## src/rtl/bist_if.sv

```systemverilog
// BIST scheduler bus: session control, datapath strobes and results.
// master drives requests and signatures, slave is the scheduler.
interface bist_if #(
  parameter int NUM_CUT = 4,
  parameter int SIG_W   = 16,
  parameter int CW      = (NUM_CUT > 1) ? $clog2(NUM_CUT) : 1
);
  logic                     start;
  logic [NUM_CUT-1:0]       slot_mask;
  logic [NUM_CUT*SIG_W-1:0] golden_sig;
  logic [SIG_W-1:0]         sig_in;
  logic                     dp_stall;
  logic [CW-1:0]            cut_sel;
  logic                     dp_init;
  logic                     dp_run;
  logic                     busy;
  logic                     done;
  logic                     aborted;
  logic [NUM_CUT-1:0]       pass_vec;
  logic [NUM_CUT-1:0]       fail_vec;

  modport master (
    output start, slot_mask, golden_sig,
    output sig_in, dp_stall,
    input  cut_sel, dp_init, dp_run,
    input  busy, done, aborted,
    input  pass_vec, fail_vec
  );

  modport slave (
    input  start, slot_mask, golden_sig,
    input  sig_in, dp_stall,
    output cut_sel, dp_init, dp_run,
    output busy, done, aborted,
    output pass_vec, fail_vec
  );
endinterface

```

## src/rtl/bist_scheduler.sv

```systemverilog
// Sequences CUTs through a shared BIST datapath and collects pass/fail.
// Define BIST_STOP_ON_FAIL_EN to end the session on the first mismatch.
module bist_scheduler #(
  parameter int NUM_CUT = 4,
  parameter int NCLOCK  = 5,
  parameter int SIG_W   = 16
) (
  input logic  clk,
  input logic  reset,
  bist_if.slave bus
);
  localparam int CW = (NUM_CUT > 1) ? $clog2(NUM_CUT) : 1;
  localparam logic [7:0] LAST = 8'(NCLOCK - 1);

  typedef enum logic [2:0] {
    IDLE, SEL, INIT, RUN, CHECK, DONE
  } state_t;

  state_t             state;
  logic [CW-1:0]      cut_sel;
  logic [NUM_CUT-1:0] mask;
  logic [7:0]         cnt;
  logic               dp_init;
  logic               busy;
  logic               done;
  logic [NUM_CUT-1:0] pass_q;
  logic [NUM_CUT-1:0] fail_q;

  logic [CW-1:0] first_idx;
  logic [CW-1:0] next_idx;
  logic          next_ok;
  logic          match;
  logic          halt;

  always_comb begin
    first_idx = '0;
    next_idx  = '0;
    next_ok   = 1'b0;
    // Walk downward so the lowest qualifying bit wins.
    for (int i = NUM_CUT - 1; i >= 0; i--) begin
      if (bus.slot_mask[i])
        first_idx = CW'(i);
      if (mask[i] && i > int'(cut_sel)) begin
        next_idx = CW'(i);
        next_ok  = 1'b1;
      end
    end
  end

  always_comb begin
    match = bus.sig_in ==
      bus.golden_sig[int'(cut_sel)*SIG_W +: SIG_W];
`ifdef BIST_STOP_ON_FAIL_EN
    halt = !match;
`else
    halt = 1'b0;
`endif
  end

`ifdef BIST_STOP_ON_FAIL_EN
  logic abort_q;
  assign bus.aborted = abort_q;
`else
  assign bus.aborted = 1'b0;
`endif

  always_ff @(posedge clk) begin
    if (!reset) begin
      state   <= IDLE;
      cut_sel <= '0;
      mask    <= '0;
      cnt     <= '0;
      dp_init <= 1'b0;
      busy    <= 1'b0;
      done    <= 1'b0;
      pass_q  <= '0;
      fail_q  <= '0;
`ifdef BIST_STOP_ON_FAIL_EN
      abort_q <= 1'b0;
`endif
    end else begin
      dp_init <= 1'b0;
      done    <= 1'b0;
      unique case (state)
        IDLE: begin
          if (bus.start) begin
            mask   <= bus.slot_mask;
            pass_q <= '0;
            fail_q <= '0;
            busy   <= 1'b1;
`ifdef BIST_STOP_ON_FAIL_EN
            abort_q <= 1'b0;
`endif
            if (|bus.slot_mask) begin
              cut_sel <= first_idx;
              state   <= SEL;
            end else begin
              done  <= 1'b1;
              state <= DONE;
            end
          end
        end
        SEL: begin
          dp_init <= 1'b1;
          state   <= INIT;
        end
        INIT: begin
          cnt   <= '0;
          state <= RUN;
        end
        RUN: begin
          if (!bus.dp_stall) begin
            cnt <= cnt + 8'd1;
            if (cnt == LAST)
              state <= CHECK;
          end
        end
        CHECK: begin
          if (match)
            pass_q[cut_sel] <= 1'b1;
          else
            fail_q[cut_sel] <= 1'b1;
`ifdef BIST_STOP_ON_FAIL_EN
          if (halt)
            abort_q <= 1'b1;
`endif
          if (next_ok && !halt) begin
            cut_sel <= next_idx;
            state   <= SEL;
          end else begin
            done  <= 1'b1;
            state <= DONE;
          end
        end
        DONE: begin
          busy  <= 1'b0;
          state <= IDLE;
        end
        default: state <= IDLE;
      endcase
    end
  end

  assign bus.cut_sel  = cut_sel;
  assign bus.dp_init  = dp_init;
  assign bus.dp_run   = (state == RUN) && !bus.dp_stall;
  assign bus.busy     = busy;
  assign bus.done     = done;
  assign bus.pass_vec = pass_q;
  assign bus.fail_vec = fail_q;
endmodule

```

## src/flat_wrapper.sv

```systemverilog
// flat-port wrapper written by rule: the top's interface ports become plain ports
module bist_scheduler_flat 
#(
  parameter int NUM_CUT = 4,
  parameter int NCLOCK  = 5,
  parameter int SIG_W   = 16
)
  (clk, reset, bus_start, bus_slot_mask, bus_golden_sig, bus_sig_in, bus_dp_stall, bus_cut_sel, bus_dp_init, bus_dp_run, bus_busy, bus_done, bus_aborted, bus_pass_vec, bus_fail_vec);
  bist_if #(.NUM_CUT(NUM_CUT), .SIG_W(SIG_W)) bus_i ();
  input logic clk;
  input logic reset;
  input wire logic [$bits(bus_i.start)-1:0] bus_start;
  input wire logic [$bits(bus_i.slot_mask)-1:0] bus_slot_mask;
  input wire logic [$bits(bus_i.golden_sig)-1:0] bus_golden_sig;
  input wire logic [$bits(bus_i.sig_in)-1:0] bus_sig_in;
  input wire logic [$bits(bus_i.dp_stall)-1:0] bus_dp_stall;
  output wire logic [$bits(bus_i.cut_sel)-1:0] bus_cut_sel;
  output wire logic [$bits(bus_i.dp_init)-1:0] bus_dp_init;
  output wire logic [$bits(bus_i.dp_run)-1:0] bus_dp_run;
  output wire logic [$bits(bus_i.busy)-1:0] bus_busy;
  output wire logic [$bits(bus_i.done)-1:0] bus_done;
  output wire logic [$bits(bus_i.aborted)-1:0] bus_aborted;
  output wire logic [$bits(bus_i.pass_vec)-1:0] bus_pass_vec;
  output wire logic [$bits(bus_i.fail_vec)-1:0] bus_fail_vec;
  assign bus_i.start = bus_start;
  assign bus_i.slot_mask = bus_slot_mask;
  assign bus_i.golden_sig = bus_golden_sig;
  assign bus_i.sig_in = bus_sig_in;
  assign bus_i.dp_stall = bus_dp_stall;
  assign bus_cut_sel = bus_i.cut_sel;
  assign bus_dp_init = bus_i.dp_init;
  assign bus_dp_run = bus_i.dp_run;
  assign bus_busy = bus_i.busy;
  assign bus_done = bus_i.done;
  assign bus_aborted = bus_i.aborted;
  assign bus_pass_vec = bus_i.pass_vec;
  assign bus_fail_vec = bus_i.fail_vec;
  bist_scheduler #(.NUM_CUT(NUM_CUT), .NCLOCK(NCLOCK), .SIG_W(SIG_W)) u_core (.clk(clk), .reset(reset), .bus(bus_i));
endmodule
```

## config.mk

```make
export PLATFORM = sky130hd
export DESIGN_NAME = bist_scheduler_flat
export DESIGN_NICKNAME = d
export VERILOG_FILES = /design/src/rtl/bist_if.sv /design/src/rtl/bist_scheduler.sv /design/src/flat_wrapper.sv
export SDC_FILE = /design/constraint.sdc
export NUM_CORES = 1
export LEC_CHECK = 0
export CORE_MARGIN = 8
export CORE_UTILIZATION = 39
export DETAILED_ROUTE_END_ITERATION = 6
export PLACE_DENSITY = 0.81
export RECOVER_POWER = 50
export SLEW_MARGIN = 20
export SYNTH_ARGS = -nofsm -noshare
export SYNTH_HDL_FRONTEND = slang
export SYNTH_SLANG_ARGS = --single-unit
```

## constraint.sdc

```tcl
create_clock -name clk -period 2.68 [get_ports clk]
set_input_delay 0.67 -clock clk [delete_from_list [all_inputs] [get_ports clk]]
set_output_delay 0.67 -clock clk [all_outputs]
set_load 0.01 [all_outputs]
```

==> results.md <==
- The critical path goes through clkdlybuf4s50_1 > nor3_2 > clkdlybuf4s50_1.
- The worst hold path was traced through 2 stages.
- The endpoint with the worst hold slack is u_core.bus.pass_vec[1].
- The required time of the critical path is 2.01 ns.
- Yosys mapped a number of flops with a built-in enable equal to 0.
- The run finished with clean final reports.
- The via count of the first global-routing pass came to 1,876.
- In this run the cell area measured after placement is 0.00297 mm^2.
- The HPWL reported at the end of detailed placement is 5.47 mm.
- After synthesis, the netlist uses 44 different library cells.
- In this run the cell area of the synthesized design comes to 0.00186 mm^2.
- For the finished layout, the period the worst path requires is 2.55 ns.
- Port buffering added 101 buffers.
- The yosys synthesis warning count is 0.
- Setup repair after global routing left no endpoint under its margin.
- The biggest area contributor in the post-synthesis netlist is sky130_fd_sc_hd__dfxtp_1.
- 103 I/O pins were placed.
- Detailed routing inserted a total of 1,853 vias.
- Of all nets on the critical path, the largest fanout is 2.
- Counting the buffers created by CTS gives 3.
- The worst reg2reg path startpoint is u_core.bus.cut_sel[1].
- The initialized floorplan defines 25 standard-cell rows.
- The worst setup path is captured at an output pin.
- The largest net degree at the start of global routing is 19.
- The final design area excluding fillers is 0.00301 mm^2.
- The floorplan step defined a die boundary enclosing 0.00723 mm^2.
- The area growth from synthesis to layout is 62.0%.
- The slowest stage of the critical path is the sky130_fd_sc_hd__clkdlybuf4s50_1 cell.
- For the worst-skew pair, the clock arrives at the later sink with an insertion delay of 0.28 ns.
- The H-tree depth is 1.
- Adding up every negative setup slack in the final design gives 0 ns.
- The startpoint identified for the worst hold timing path is u_core.bus.pass_vec[1].
- The kind of start point of the critical path is an input port.
- The library cell with the highest instance count after synthesis is sky130_fd_sc_hd__dfxtp_1.
- The share of synthesized area in the top cell type comes to 0.291.
- The worst slew slack as a fraction of its limit is 0.566.
- The clock drives 27 sinks.
- In the global route stage, overall resource usage came out at 0.175.
- The number of nets handed over by synthesis was 286.
- The ratio of final minimum period to clock period is 0.952.
- 0 antenna diodes ended up in the layout.
- From left edge to right edge, the die measures 85.0 um.
- The global-route wire length before repair is 9.91 mm.
- In this run the power density over the cells is 353 mW/mm^2.
- Routability-driven placement finished with a final weighted congestion of 0.845.
- The clock passes through at most 2 buffers.
- Between clock sinks in the finished design, the worst skew comes to 0.00144 ns.
- The initial utilization of the core area, before any placement, comes to 0.399.
- For the pin with the worst max-slew slack, the measured transition is 0.644 ns.
- The critical path is of the input port to output pin type.
- The worst hold-check path type is register to register.
- The data arrival time of the critical path is 1.88 ns.
- The sum of overflow across all layers after global routing is 0.
- In the routed design, unresolved DRC markers number 0.
- Of the cells placed in the final design, the portion with a size suffix greater than 1 is 0.0997.
- TritonCTS built the clock tree.
- For the worst flop-to-flop path, the logic depth is 6.
- The net count reported at finish is 392.
- Across the run, the number of max-cap violations was 0.
- In this run the mean area of a mapped cell was 9.49 um^2.
- The final number of hold-violating endpoints is 0.
- The max-slew violation total from the final report is 0.
- The total core area is 0.00466 mm^2.
- The die is 85.0 um tall.
- The filler cell count is 387.
- The detailed router finished its first iteration with 91 violations.
- The commonest cells after synthesis are sky130_fd_sc_hd__dfxtp_1 (27), sky130_fd_sc_hd__nand2_1 (21), sky130_fd_sc_hd__xnor2_1 (18).
- The endpoint of the worst-slack reg-to-reg timing path is u_core.bus.pass_vec[0].
- The number of iterations in the first detailed-routing pass is 4.
- The antenna violation net count after detailed routing is 0.
- The delay of the slowest cell on the worst path is 0.57 ns.
- Dividing the detail-routed wire length by the instance count gives 17.8 um.
- Across the VDD grid, the largest voltage drop is 0.000294 V.
- The detail-routed via count per cell is 5.22.
- The initial antenna violation count is 0.
- The cell that appears most often on the critical path is sky130_fd_sc_hd__clkdlybuf4s50_1.
- The reported leakage power is 1.09 nW.
- Of all flip-flops after synthesis, the portion carrying an async set or reset was 0.
- Synthesis produced 196 cells.
- After clock tree synthesis, the clock-pin slew on the worst setup and hold paths is 0.09 ns.
- Of the synthesized area, sequential elements account for 0.291.
- Yosys attributes the largest share of cell area to sky130_fd_sc_hd__dfxtp_1 (29%), sky130_fd_sc_hd__mux4_2 (15%), sky130_fd_sc_hd__xnor2_1 (8.5%).
- Based on the critical path, the design can be clocked at up to 392 MHz.
- Setup violations remaining at the end of the flow were counted as 0.
- For this block, the routed nets add up to 6.33 mm of wire.
- The number of buffers added to fix hold violations after cts is 0.
- In the synthesized netlist the dominant register cell turns out to be sky130_fd_sc_hd__dfxtp_1.
- The worst setup slack for register-to-register paths is 0.41 ns.
- The cell chosen for the clock root is sky130_fd_sc_hd__clkbuf_8.
- The synthesized design contains 27 register bits.
cell type report:
type | count | area [um^2] | area share
multi-input cells | 150 | 1220 | 0.406
repair buffers | 113 | 1110 | 0.367
flip-flops and latches | 27 | 541 | 0.179
well taps | 54 | 67.6 | 0.0224
clock buffers | 3 | 41.3 | 0.0137
inverters | 7 | 26.3 | 0.00872
clock inverters | 1 | 7.51 | 0.00249
where the power goes:
part	switching [mW]	internal (mW)
clock network	0.133	0.106
registers	0.0221	0.417
logic	0.138	0.249
placed cells by master, fill, tap and decap left out, types with 2 or more instances in the layout:
cell,netlist,final
sky130_fd_sc_hd__clkdlybuf4s50_1,0,90
sky130_fd_sc_hd__dfxtp_1,27,27
sky130_fd_sc_hd__nand2_1,21,21
sky130_fd_sc_hd__xnor2_1,18,18
sky130_fd_sc_hd__o21ai_0,11,12
sky130_fd_sc_hd__mux4_2,12,12
sky130_fd_sc_hd__nor2_1,11,11
sky130_fd_sc_hd__dlygate4sd3_1,0,11
sky130_fd_sc_hd__a21oi_1,9,9
sky130_fd_sc_hd__nand4_1,9,9
sky130_fd_sc_hd__buf_4,1,9
sky130_fd_sc_hd__inv_1,7,7
sky130_fd_sc_hd__nor2b_1,7,7
sky130_fd_sc_hd__mux4_1,4,4
sky130_fd_sc_hd__o21ai_1,5,4
sky130_fd_sc_hd__xor2_1,4,4
sky130_fd_sc_hd__mux2i_1,4,4
sky130_fd_sc_hd__nor4_1,3,3
sky130_fd_sc_hd__or4_1,3,3
sky130_fd_sc_hd__and3_1,3,3
sky130_fd_sc_hd__clkbuf_8,0,3
sky130_fd_sc_hd__nand2b_1,2,2
sky130_fd_sc_hd__o31ai_1,2,2
sky130_fd_sc_hd__o211a_1,2,2
sky130_fd_sc_hd__and2_1,2,2
sky130_fd_sc_hd__ha_1,2,2
sky130_fd_sc_hd__clkbuf_1,6,2
state kept, by name (all words and copies together) (netlist names):
signal / count
u_core.cnt: 8
u_core.bus.busy: 1
u_core.bus.dp_init: 1
u_core.bus.fail_vec: 4
u_core.bus.cut_sel: 2
u_core.state: 3
u_core.bus.pass_vec: 4
u_core.mask: 3
u_core.bus.done: 1
per-stage QoR:
| step | utilization | cells | hold slack [ns] | power (mW) | setup WS, ns |
|---|---|---|---|---|---|
| 2_1_floorplan | - | 196 | 0.470 | 0.649 | 0.507 |
| 3_3_place_gp | 0.637 | 351 | 0.434 | 0.831 | 0.0279 |
| 3_5_place_dp | 0.637 | 351 | 0.450 | 0.838 | -0.0335 |
| 4_1_cts | 0.647 | 355 | 0.464 | 1.07 | 0.0526 |
| 5_1_grt | 0.646 | 355 | 0.491 | 1.13 | 0.0441 |
| 6_report | 0.646 | 355 | 0.470 | 1.06 | 0.128 |
critical path, delay by kind of cell:
family / cells / cell delay [ns]
buf+inv: 2 / 1.01
simple gates: 1 / 0.20
logic make-up (layout without fill, tap and decap cells):
kind of cell             Yosys count  count (layout)  share of synthesized area
AND/OR/NAND/NOR                   69              69                      0.196
AO/OA/AOI/OAI                     36              36                      0.117
flip-flops                        27              27                      0.291
XOR/XNOR                          22              22                      0.104
multiplexers                      20              20                      0.223
buffers and inverters             19             124                     0.0538
adder cells (fa/ha/maj)            2               2                     0.0135
other                              1               1                    0.00202
timing repair:
action	4_1_cts	5_1_grt
resized for setup	0	1
setup buffers	0	0
endpoints found under the hold margin	0	0
endpoints found under the setup margin	0	1
worst max path at each step:
stage | startpoint | to
final | bus_dp_stall | bus_dp_run
after global routing | bus_dp_stall | bus_dp_run
after CTS | bus_dp_stall | bus_dp_run
after detailed placement | bus_golden_sig[39] | u_core.bus.pass_vec[0]
after global placement | bus_golden_sig[20] | u_core.bus.pass_vec[2]
after floorplan | bus_golden_sig[29] | u_core.bus.pass_vec[0]
per-layer routing:
metal / up-vias / wire [um] / GRT usage
met5: - / 0 / 0
met2: 40 / 3470 / 0.337
met1: 870 / 2610 / 0.196
met3: 8 / 156 / 0.0232
li1: 935 / - / -
met4: 0 / 95 / 0.0405
Note: power is estimated with default switching activity, not from simulation.
